### src/rtl/display_scan.sv
// Four-digit multiplexed hex seven-segment driver with tear-free, frame-aligned value commit.
// Optional leading-zero blanking when DISPLAY_SCAN_BLANK_EN is defined.
module display_scan #(
    parameter int unsigned SCAN_DIV = 25000
) (
    input  logic        clock,
    input  logic        reset_n,
    input  logic [15:0] value,
    input  logic        load,
    output logic        ack,
    output logic [6:0]  lcd,
    output logic [3:0]  digits
);

    localparam int unsigned PW = (SCAN_DIV > 1) ? $clog2(SCAN_DIV) : 1;
    localparam logic [PW-1:0] PMAX = PW'(SCAN_DIV - 1);

    logic [PW-1:0] pcnt;
    logic [1:0]    idx;
    logic [15:0]   disp;
    logic [15:0]   pend;
    logic          pend_v;
    logic          commit;

    logic          tick;
    logic          frame;
    logic [3:0]    nib;
    logic          blank;
    logic [6:0]    seg_next;

    function automatic logic [6:0] seg7(input logic [3:0] n);
        logic [6:0] s;
        case (n)
            4'h0: s = 7'h3F;
            4'h1: s = 7'h06;
            4'h2: s = 7'h5B;
            4'h3: s = 7'h4F;
            4'h4: s = 7'h66;
            4'h5: s = 7'h6D;
            4'h6: s = 7'h7D;
            4'h7: s = 7'h07;
            4'h8: s = 7'h7F;
            4'h9: s = 7'h6F;
            4'hA: s = 7'h77;
            4'hB: s = 7'h7C;
            4'hC: s = 7'h39;
            4'hD: s = 7'h5E;
            4'hE: s = 7'h79;
            default: s = 7'h71;
        endcase
        return s;
    endfunction

    assign tick  = (pcnt == PMAX);
    assign frame = tick && (idx == 2'd3);

    always_comb begin
        nib   = disp[{idx, 2'b00} +: 4];
        blank = 1'b0;
`ifdef DISPLAY_SCAN_BLANK_EN
        // A digit goes dark when it and every more-significant nibble are zero
        case (idx)
            2'd3:    blank = (disp[15:12] == 4'h0);
            2'd2:    blank = (disp[15:8] == 8'h00);
            2'd1:    blank = (disp[15:4] == 12'h000);
            default: blank = 1'b0;
        endcase
`endif
        seg_next = blank ? 7'h7F : ~seg7(nib);
    end

    always_ff @(posedge clock or negedge reset_n) begin
        if (!reset_n) begin
            pcnt   <= '0;
            idx    <= 2'd0;
            disp   <= 16'h0000;
            pend   <= 16'h0000;
            pend_v <= 1'b0;
            commit <= 1'b0;
            ack    <= 1'b0;
            lcd    <= 7'h7F;
            digits <= 4'b1111;
        end else begin
            pcnt <= tick ? '0 : pcnt + 1'b1;
            if (tick) begin
                idx <= idx + 2'd1;
            end

            // Commit uses pend as it stood before this edge; a same-edge load waits a frame
            if (frame && pend_v) begin
                disp <= pend;
            end
            if (load) begin
                pend   <= value;
                pend_v <= 1'b1;
            end else if (frame) begin
                pend_v <= 1'b0;
            end

            // ack is delayed one cycle so it lines up with the first new digit 0 on lcd
            commit <= frame && pend_v;
            ack    <= commit;

            lcd    <= seg_next;
            digits <= ~(4'b0001 << idx);
        end
    end

endmodule

### config.mk
export PLATFORM = sky130hd
export DESIGN_NAME = display_scan
export DESIGN_NICKNAME = d
export VERILOG_FILES = /design/src/rtl/display_scan.sv
export SDC_FILE = /design/constraint.sdc
export NUM_CORES = 1
export LEC_CHECK = 0
export ABC_AREA = 1
export BUFFER_PORTS_ARGS = -buffer_cell sky130_fd_sc_hd__buf_2
export CELL_PAD_IN_SITES_DETAIL_PLACEMENT = 0
export CELL_PAD_IN_SITES_GLOBAL_PLACEMENT = 1
export CORE_MARGIN = 1
export CORE_UTILIZATION = 46
export CTS_BUF_LIST = sky130_fd_sc_hd__clkbuf_4 sky130_fd_sc_hd__clkbuf_8
export CTS_CLUSTER_DIAMETER = 30
export DETAILED_ROUTE_END_ITERATION = 7
export GPL_ROUTABILITY_DRIVEN = 0
export GPL_TIMING_DRIVEN = 0
export PLACE_DENSITY_LB_ADDON = 0.3
export SKIP_CTS_REPAIR_TIMING = 1
export SLEW_MARGIN = 10
export SYNTH_ARGS = -nofsm -noshare
export SYNTH_HDL_FRONTEND = slang
export SYNTH_SLANG_ARGS = --single-unit
### constraint.sdc
create_clock -name clock -period 2.1 [get_ports clock]
set_input_delay 0.315 -clock clock [delete_from_list [all_inputs] [get_ports clock]]
set_output_delay 0.315 -clock clock [all_outputs]
set_load 0.01 [all_outputs]
Word level (Yosys, flattened, before mapping)

Memories as Yosys holds them, arrays and structs flattened.
Index checks and enable logic that the tools add are counted.

Register bits: 63
ROM bits: 112
Input bits: 19
Output and inout bits: 12
Word-level logic and storage cells: 24
Memories: 1

$add $sub $neg: 2
Equality and inequality tests: 2
Shifts and indexed selects: 2
Multiplexer cells: 3
Bitwise gates (word level): 2
Reduce and logical (&&, ||, !) cells: 3

Memory list:

| name            | words | bits a word | rd ports | clocked after Yosys merged registers in | wr ports | RTL line | RTL |
|---|---|---|---|---|---|---|---|
| (no name shown) | 16    | 7           | 1        | 0                                       | 0        | 33       | `case (n)` |

Operators by type and width:

| operator                | count |
|---|---|
| $shiftx A16 B5 Y4       | 1 |
| $add A15 B1 Y15 const B | 1 |
| $eq A15 B15 Y1 const B  | 1 |
| $mux W15                | 1 |
| $not A7 Y7              | 1 |
| $not A4 Y4              | 1 |
| $shl A1 B2 Y4 const A   | 1 |
| $add A2 B1 Y2 const B   | 1 |
| $eq A2 B2 Y1 const B    | 1 |
| $logic_and A1 B1 Y1     | 2 |
| $mux W1                 | 2 |
| $reduce_bool A2 Y1      | 1 |

Logic depth before layout (Yosys ltp)

Depth in word-level cells: 4
Depth in mapped cells: 11

Least setup slack after synthesis

OpenSTA, ideal clock, no wires.

Path type: reg-to-reg
Start point: reg idx[1]
End point: reg lcd[2]
Setup time: 79 ps
Arrival: 1426 ps
Required time: 2021 ps
Path slack: 595 ps
Stages on the path, launching flop included: 9
Clock period less this slack: 1505 ps
Cells stage by stage: dfrtp_1 > inv_1 > nand3_1 > nand2_1 > inv_1 > ha_1 > inv_1 > nand3_1 > o21ai_0

Cells in the longest elaborated chain, start to end: 3

RTL lines:

| item                     | RTL line | RTL |
|---|---|---|
| start: declaration       | 19       | `logic [1:0] idx;` |
| start signal: assignment | 86       | `idx <= idx + 2'd1;` |
| $shiftx A16 B5 Y4        | 58       | `nib = disp[{idx, 2'b00} +: 4];` |
| $mem_v2 Z16 W7           | -        |  |
| $not A7 Y7               | 69       | `seg_next = blank ? 7'h7F : ~seg7(nib);` |
| named net seg_next[2]    | 29       | `logic [6:0] seg_next;` |
| end signal: assignment   | 104      | `lcd <= seg_next;` |
| end: declaration         | 11       | `output logic [6:0] lcd,` |

The timed path passes the listed nets, and every way through them passes these cells.
A chain may end at the register's enable or synchronous reset.

Worst setup path after layout

Same ends and word-level chain as after synthesis.

==> out/metrics.csv <==
metric,value,unit
status,"finished, violations left",
failing checks,design-rule violations,
post-synthesis cell area,3097,um2
Core Rows,29,
worst-margin pin slew,0.7598,ns
"Net Count, Synth",399,
drt drc,1,
slowest cell on the critical path,dfrtp_1,
H-tree depth,3,
nature of the critical path startpoint,register,
final hold vios,0,
Post-Route WL,5730,um
RSZ-0062 raised after global routing,no,
Clock Sinks,63,
Worst Skew,0.008747,ns
synthesis-to-finish area growth,14.14,%
DRT Pass-1 Iters,6,
# IOs,31,
layout cell share with drive strength beyond 1,19.57,%
top_reg_cell synth,dfrtp_1,
ant diodes,0,
die area,7064,um2
number of synthesized flops with an enable pin,0,
"CP delay by family, top",flip-flops,
CORE AREA,6422,um2
kind of critical path,reg -> reg,
Peak Freq,0.5507,GHz
Clock Path Buffers,2,
leakage,0.001912,uW
grt ovf,0,
initial drt markers,68,
worst vdd ir,490.6,uV
Worst-path clk slew,0.07,ns
GRT Total Usage,18.26,%
DR vias,2366,
worst min-delay path class,in -> async,
Post-Syn Area per Cell,8.392,um2
crit path cell chain,inv_1 -> nand3_1 -> nand2_1 -> inv_1 -> ha_1 -> inv_1 -> nand3_1 -> o21ai_0,
Die Y-Extent,84.05,um
nets@finish,439,
placed cells,475,
Die Width,84.05,um
Final ANT Viol Nets,0,
initial core utilization,48.22,%
most frequent CP cell,inv_1,
Slew headroom,49.35,%
worst skew pair latency,0.34,ns
vias per inst,4.819,
vias in the first global route,2135,
Synth Warn #,0,
WP data arrival,2.07,ns
Max-cap violations,0,
DR WL/cell,11.67,um
I/O Buffers,29,
placed wire-length estimate,4101,um
min Tclk post-route,1.816,ns
max incr delay on CP,0.46,ns
"Data required, critical path",2.35,ns
pin count of the biggest net entering global routing,64,
Syn Inst Count,369,
"FFs w/ async S/R, synth",100.0,%
"Cell Count, Final, Fillers Out",491,
"Seq/Total Area, Yosys",51.35,%
initial antenna violation count,0,
CTS tree,yes,
CTS Buf Count,9,
PwrDens,670.4,nW/um2
"FF+latch count, synth",63,
CP max FO,7,
Worst setup EP type,register,
Setup TNS,0,ns
final hold slack,0.04899,ns
setup violators final,0,
Final period util,86.47,%
CTS root buf,clkbuf_8,
Pwr Total,2369,uW
post-layout util,55.04,%
Final Max Tran Viols,0,
CP Buf/Inv Count,3,
global-route wire length before repair,10050,um
synth unique cells,27,
-- report_power, final --
group	internal, uW	switching, uW	total (uW)
registers	1240	15.8	1260
clock network	584	455	1040
logic	25.2	47.9	73.1
-- kinds of logic after synthesis --
logic type	after synthesis	share of synthesized area, %
flops	63	51.35
compound gates	11	1.778
simple gates	231	32.77
fa+ha+maj	11	4.444
xor+xnor	6	1.697
buf+inv	47	7.959
-- cells in the mapped netlist (2+ instances only) --
cell	number	area, um2
xor2_1	6	52.55
dfrtp_1	52	1301
nand3_1	26	130.1
nand3_2	2	20.02
a21oi_1	4	20.02
clkbuf_8	2	27.53
inv_1	30	112.6
ha_1	11	137.6
clkbuf_1	2	7.510
inv_2	3	11.26
nor2_1	23	86.33
buf_6	6	67.56
dfstp_2	11	289.0
o21ai_0	6	30.03
nand2_2	4	25.02
nor3_1	8	40.04
nor2_2	2	12.51
nor2_4	2	22.52
nand4_1	17	106.4
nand2_1	145	544.3
-- registers in the layout, summed over array words and instances, names as in the netlist --
register,cells
pend_v,1
pend,16
pcnt,15
ack,1
disp,16
digits,4
lcd,7
commit,1
idx,2
-- worst register-to-register path: stages, from the launching register on --
cell and delay, ns:
dfrtp_1 0.46, inv_1 0.23, nand3_1 0.12, nand2_1 0.20
inv_1 0.11, ha_1 0.24, inv_1 0.08, nand3_1 0.10
o21ai_0 0.20
-- area by class of cell --
class | count | area [um2]
plain buffers | 11 | 107.6
clock buffers | 12 | 146.4
clock inverters | 4 | 47.55
fillers | 615 | 2888
inverters | 36 | 138.9
multi-input cells | 259 | 1260
flip-flops and latches | 63 | 1590
well taps | 77 | 96.34
repair buffers | 29 | 147.6
-- path summary, 6_finish.rpt --
| path | from | to | slack, ns | cells after the start |
|---|---|---|---|---|
| hold reg to reg | commit | ack | 0.35 | 0 |
| hold / removal | reset_n | pcnt[14] | 0.05 | 1 |
| setup / recovery | idx[1] | lcd[2] | 0.28 | 8 |
| setup reg to reg | idx[1] | lcd[2] | 0.28 | 8 |
| max in group asynchronous | reset_n | disp[6] | 1.55 | 1 |
| min in group clock | value[3] | pend[3] | 0.17 | 3 |
-- stage by stage --
stage / area (um2) / setup slack, ns
floorplan: 3097 / 0.5951
global placement: 3338 / 0.3499
detailed placement: 3341 / 0.3038
CTS: 3535 / 0.2839
global route: 3535 / 0.1160
finish: 3535 / 0.2841
-- cell usage in the layout, fill, tap and decap left out, types with 6 or more instances in the layout --
cell | netlist | routed
buf_2 | 1 | 29
buf_6 | 6 | 6
clkbuf_8 | 2 | 11
dfrtp_1 | 52 | 52
dfstp_2 | 11 | 11
ha_1 | 11 | 11
inv_1 | 30 | 30
nand2_1 | 145 | 145
nand3_1 | 26 | 26
nand4_1 | 17 | 17
nor2_1 | 23 | 23
nor3_1 | 8 | 8
o21ai_0 | 6 | 6
xor2_1 | 6 | 6
-- per-layer routing --
metal | vias to the layer above | track usage, % | part of all wire, %
met5 | - | 0 | 0
met4 | 0 | 9.875 | 2.3
met3 | 10 | 4.154 | 3.7
met2 | 48 | 27.05 | 44
met1 | 1067 | 24.85 | 50
li1 | 1241 | - | -
No activity file was read; power rests on OpenSTA's default activity.
